--- src/rtl/prog_loader.sv ---
// prog_loader: streams a burst of words into consecutive locations of the
// sequencer's synchronous memory, then fires a one-cycle run pulse.
//
// Optional feature macro: LOADER_CHECKSUM_EN (running sum of loaded words).
//
// Ports:
//   clk        rising-edge clock
//   reset      asynchronous, active-low reset
//   start      begin a load (only sampled in IDLE)
//   base_addr  first write address, latched on a legal start
//   len        word count 1..WORDS, latched on a legal start
//   abort      cancel the load (honoured in LOAD and FLUSH)
//   in_valid / in_data / in_ready   input word stream
//   mem_load / mem_addr / mem_d     registered memory write port
//   run        one-cycle pulse to the sequencer after the last write
//   busy       state is not IDLE
//   done       one-cycle pulse when a load completes
//   err        sticky: last start had an illegal len
//   checksum   sum of loaded words (0 unless LOADER_CHECKSUM_EN)
//   dbg_state  current FSM state
//
// Stream handshake: a word transfers on a rising edge where in_valid and
// in_ready are both high. in_ready depends on state only; in_valid may be
// raised or dropped freely. Once raised, in_data must be stable until the
// transfer edge. A word offered in a cycle that also carries abort is dropped.
module prog_loader #(
  parameter int DWIDTH = 16,
  parameter int AWIDTH = 12,
  parameter int WORDS  = 4096
) (
  input  logic              clk,
  input  logic              reset,
  input  logic              start,
  input  logic [AWIDTH-1:0] base_addr,
  input  logic [AWIDTH:0]   len,
  input  logic              abort,
  input  logic              in_valid,
  input  logic [DWIDTH-1:0] in_data,
  output logic              in_ready,
  output logic              mem_load,
  output logic [AWIDTH-1:0] mem_addr,
  output logic [DWIDTH-1:0] mem_d,
  output logic              run,
  output logic              busy,
  output logic              done,
  output logic              err,
  output logic [DWIDTH-1:0] checksum,
  output logic [1:0]        dbg_state
);

  typedef enum logic [1:0] {
    ST_IDLE  = 2'd0,
    ST_LOAD  = 2'd1,
    ST_FLUSH = 2'd2,
    ST_GO    = 2'd3
  } state_t;

  localparam logic [AWIDTH:0] LP_WORDS = (AWIDTH+1)'(WORDS);
  localparam logic [AWIDTH:0] LP_ONE   = (AWIDTH+1)'(1);

  state_t              r_state;
  state_t              w_state_nxt;
  logic [AWIDTH-1:0]   r_ptr;
  logic [AWIDTH:0]     r_rem;
  logic                r_mem_load;
  logic [AWIDTH-1:0]   r_mem_addr;
  logic [DWIDTH-1:0]   r_mem_d;
  logic                r_err;
  logic                w_len_ok;
  logic                w_start_ok;
  logic                w_start_bad;
  logic                w_beat;

  always_comb begin
    w_state_nxt = r_state;
    w_len_ok    = (len != '0) && (len <= LP_WORDS);
    w_start_ok  = 1'b0;
    w_start_bad = 1'b0;
    w_beat      = 1'b0;
    case (r_state)
      ST_IDLE: begin
        if (start) begin
          if (w_len_ok) begin
            w_start_ok  = 1'b1;
            w_state_nxt = ST_LOAD;
          end else begin
            w_start_bad = 1'b1;
          end
        end
      end
      ST_LOAD: begin
        // abort wins over a coincident beat so nothing new is written
        if (abort) begin
          w_state_nxt = ST_IDLE;
        end else if (in_valid) begin
          w_beat = 1'b1;
          if (r_rem == LP_ONE) w_state_nxt = ST_FLUSH;
        end
      end
      ST_FLUSH: begin
        // the final write is already on the port; abort only suppresses run
        w_state_nxt = abort ? ST_IDLE : ST_GO;
      end
      ST_GO: begin
        w_state_nxt = ST_IDLE;
      end
      default: w_state_nxt = ST_IDLE;
    endcase
  end

  always_ff @(posedge clk or negedge reset) begin
    if (!reset) begin
      r_state    <= ST_IDLE;
      r_ptr      <= '0;
      r_rem      <= '0;
      r_mem_load <= 1'b0;
      r_mem_addr <= '0;
      r_mem_d    <= '0;
      r_err      <= 1'b0;
    end else begin
      r_state    <= w_state_nxt;
      r_mem_load <= w_beat;
      if (w_start_ok) begin
        r_ptr <= base_addr;
        r_rem <= len;
        r_err <= 1'b0;
      end else if (w_start_bad) begin
        r_err <= 1'b1;
      end
      if (w_beat) begin
        r_mem_addr <= r_ptr;
        r_mem_d    <= in_data;
        r_ptr      <= r_ptr + AWIDTH'(1);  // wraps modulo memory depth
        r_rem      <= r_rem - LP_ONE;
      end
    end
  end

`ifdef LOADER_CHECKSUM_EN
  logic [DWIDTH-1:0] r_checksum;

  always_ff @(posedge clk or negedge reset) begin
    if (!reset) begin
      r_checksum <= '0;
    end else if (w_start_ok) begin
      r_checksum <= '0;
    end else if (w_beat) begin
      r_checksum <= r_checksum + in_data;
    end
  end

  assign checksum = r_checksum;
`else
  assign checksum = '0;
`endif

  assign in_ready  = (r_state == ST_LOAD);
  assign run       = (r_state == ST_GO);
  assign done      = (r_state == ST_GO);
  assign busy      = (r_state != ST_IDLE);
  assign err       = r_err;
  assign mem_load  = r_mem_load;
  assign mem_addr  = r_mem_addr;
  assign mem_d     = r_mem_d;
  assign dbg_state = r_state;

endmodule
--- config.mk ---
export PLATFORM = sky130hd
export DESIGN_NAME = prog_loader
export DESIGN_NICKNAME = d
export VERILOG_FILES = /design/src/rtl/prog_loader.sv
export SDC_FILE = /design/constraint.sdc
export NUM_CORES = 1
export LEC_CHECK = 0
export BUFFER_PORTS_ARGS = -buffer_cell sky130_fd_sc_hd__buf_2
export CORE_ASPECT_RATIO = 0.75
export CORE_MARGIN = 3
export CORE_UTILIZATION = 47
export CTS_BUF_LIST = sky130_fd_sc_hd__clkbuf_8
export DETAILED_ROUTE_END_ITERATION = 8
export PLACE_DENSITY_LB_ADDON = 0.12
export SYNTH_ARGS = -nofsm -noshare
export SYNTH_HDL_FRONTEND = slang
export SYNTH_SLANG_ARGS = --single-unit
--- constraint.sdc ---
create_clock -name clk -period 2 [get_ports clk]
set_input_delay 0.2 -clock clk [delete_from_list [all_inputs] [get_ports clk]]
set_output_delay 0.2 -clock clk [all_outputs]
set_load 0.005 [all_outputs]
==> impl_metrics.tcl <==
set metrics [dict create \
    status "finished with violations" \
    violations "setup timing" \
    drt_iter0_drc 159 \
    end_kind "flop" \
    area_growth_pct 30.15 \
    ys_seq_elements 57 \
    synth_common_cells "nand2_1, dfrtp_1, nor2_1" \
    fin_skew_ns 0.009233 \
    start_util_pct 50.99 \
    finalMaxSlewViolations 0 \
    hold_class "in -> reg" \
    h-tree-depth 3 \
    drive_above_1_share_pct 32.88 \
    rsz0062_at_grt "true" \
    grt_pass1_wl_mm 11.99 \
    io-pin-count 98 \
    grt_overflow 0 \
    stdcell_count 513 \
    finalCriticalPeriod_ns 2.223 \
    slowest_stage "or4_4" \
    grt_pass1_vias 2525 \
    yosysMostFrequentCell "nand2_1" \
    worstPathArrival_ns 2.45 \
    vias 2689 \
    yosys_warnings 0 \
    synth_edf_count 0 \
    cts_tree "built" \
    port_buffers 81 \
    clkSinkCount 57 \
    critPathRequiredTime_ns 2.22 \
    layout.nets 482 \
    ir_drop_mv 0.4733 \
    utilization_pct 66.36 \
    min-delay-start "in_data[2]" \
    seq_area_frac_synth_pct 50.11 \
    ys_types 46 \
    fin_tns_setup_ns -0.3602 \
    vias_per_cell 5.242 \
    synth_top_cell_area_share_pct 50.11 \
    avgSynthCellArea_um2 8.600 \
    core_area_um2 5583 \
    crit_top_cell "or4_4" \
    die-height_um 73.40 \
    clk_pin_slew_ns 0.07 \
    grtUsageTotal_pct 22.50 \
    clock_path_buffers 2 \
    fmax_mhz 449.8 \
    clock_latency_ns 0.34 \
    critical_path_class "reg -> reg" \
    powerDensity_nw_per_um2 968.4 \
    drt-total-wl_mm 7.413 \
    finalHoldViolCount 0 \
    synth_area_leaders "dfrtp_1, nand2_1, buf_4, a21oi_1, nor2_1" \
    max_stage_delay_ns 0.54 \
    root_buffer "clkbuf_8" \
    cts_buffers 9 \
    gp_congestion 0.8461 \
    cp_max_fo 2 \
    dr.pass1.iters 4 \
    async_reset_ff_share_pct 100.0 \
    detail-route-antenna-nets 0 \
    antenna_found_initial 0 \
    crit_path_cell_trace "or4_4 -> or4b_4 -> or4_4 -> a21oi_2 -> o21ai_1" \
    dp_hpwl_mm 5.360 \
    static-leakage-power_nw 1.856 \
    netlist_area_um2 2846 \
    pre_cts_slack_ns -0.2514 \
    placed_cells 495 \
    diodes 0 \
    r2r_start "r_rem[7]" \
    final.period_utilization_pct 111.1 \
    layout_setup_ws_ns -0.2230 \
    synth-main-ff-cell "dfrtp_1" \
    setup_viol 2 \
    synth_top_area_cell "dfrtp_1" \
    hold_ws_ns 0.04581 \
    dieWidth_um 95.86 \
    startpoint_type "flop" \
    crit_path_start "r_rem[7]" \
    row_count 23 \
    wl_per_cell_um 14.45 \
    grt_start_max_net_pins 38 \
    die-area_um2 7036 \
    syn_inst 331 \
    drcViolationCount 0 \
    max_cap_viol_count 0 \
    nFillCells 504 \
]
state kept, by name (all words and copies together) (netlist names):
signal     count
r_rem         13
mem_d         16
mem_addr      12
dbg_state      2
r_ptr         12
mem_load       1
err            1
area by class of cell:
| class | count | area [µm²] | share of cell area, % |
|---|---|---|---|
| tap | 75 | 93.84 | 2.533 |
| multi-input combinational | 249 | 1338 | 36.10 |
| timing repair buffer | 109 | 634.4 | 17.12 |
| sequential | 57 | 1426 | 38.50 |
| clock inverter | 7 | 62.56 | 1.689 |
| inverter | 7 | 26.28 | 0.7092 |
| clock buffer | 9 | 123.9 | 3.343 |
stage by stage:
stage	instance area (µm²)	power, W
after floorplan	2903	0.002119
after global placement	3426	0.002524
after detailed placement	3426	0.002558
after CTS	3659	0.003609
after global routing	3705	0.003849
final	3705	0.003588
report_power, final:
group,switching (W),internal (W)
Sequential,0.000214,0.00145
Combinational,0.000475,0.000436
Clock,0.000455,0.000563
worst max-delay path: cells and delay by family (launching register included):
family           cells  cell delay (ns)
AND/OR/NAND/NOR      3             1.54
AO/OA/AOI/OAI        2             0.19
flip-flops           1             0.38
kinds of logic after synthesis:
group / after synthesis / share of synthesized area (%)
DFF: 57 / 50.11
xor gates and xnor gates: 1 / 0.3077
adders and majority gates: 3 / 1.319
buffers and inverters: 40 / 7.561
AOI/OAI and AO/OA: 59 / 13.10
and+or+nand+nor: 170 / 27.47
other: 1 / 0.1317
repair_timing:
item	CTS	global route
endpoints found under the hold margin	20	0
pin swaps	7	5
buffers inserted	1	0
hold buffers	1	0
endpoints found under the setup margin	4	11
gates resized for setup	5	13
final timing paths:
| kind | end | slack (ns) | cells past startpoint |
|---|---|---|---|
| max | dbg_state[0] | -0.22 | 5 |
| min | mem_d[2] | 0.05 | 3 |
| max reg2reg | dbg_state[0] | -0.22 | 5 |
| min reg2reg | mem_addr[0] | 0.47 | 2 |
| max in group asynchronous | mem_d[11] | 1.08 | 3 |
| min in group asynchronous | mem_addr[10] | 0.35 | 2 |
cells in the final DEF (no fill, tap or decap), drive strengths merged, types with 5 or more instances in the layout:
| master | synthesis | final |
|---|---|---|
| clkinv | 0 | 5 |
| a211oi | 6 | 6 |
| o21ai | 13 | 13 |
| nor3 | 10 | 10 |
| nand3 | 8 | 8 |
| or3 | 5 | 5 |
| nor4 | 5 | 5 |
| nand2 | 93 | 93 |
| buf | 20 | 108 |
| a21oi | 21 | 21 |
| dfrtp | 57 | 57 |
| nor2 | 26 | 26 |
| conb | 1 | 16 |
| clkbuf | 13 | 9 |
| inv | 7 | 8 |
routing by layer:
| metal | track usage (%) | wire [µm] |
|---|---|---|
| met3 | 7.062 | 553 |
| met4 | 6.625 | 75 |
| met5 | 0 | 0 |
| met1 | 30.79 | 3291 |
| met2 | 34.44 | 3493 |
No activity file was read; power rests on OpenSTA's default activity.
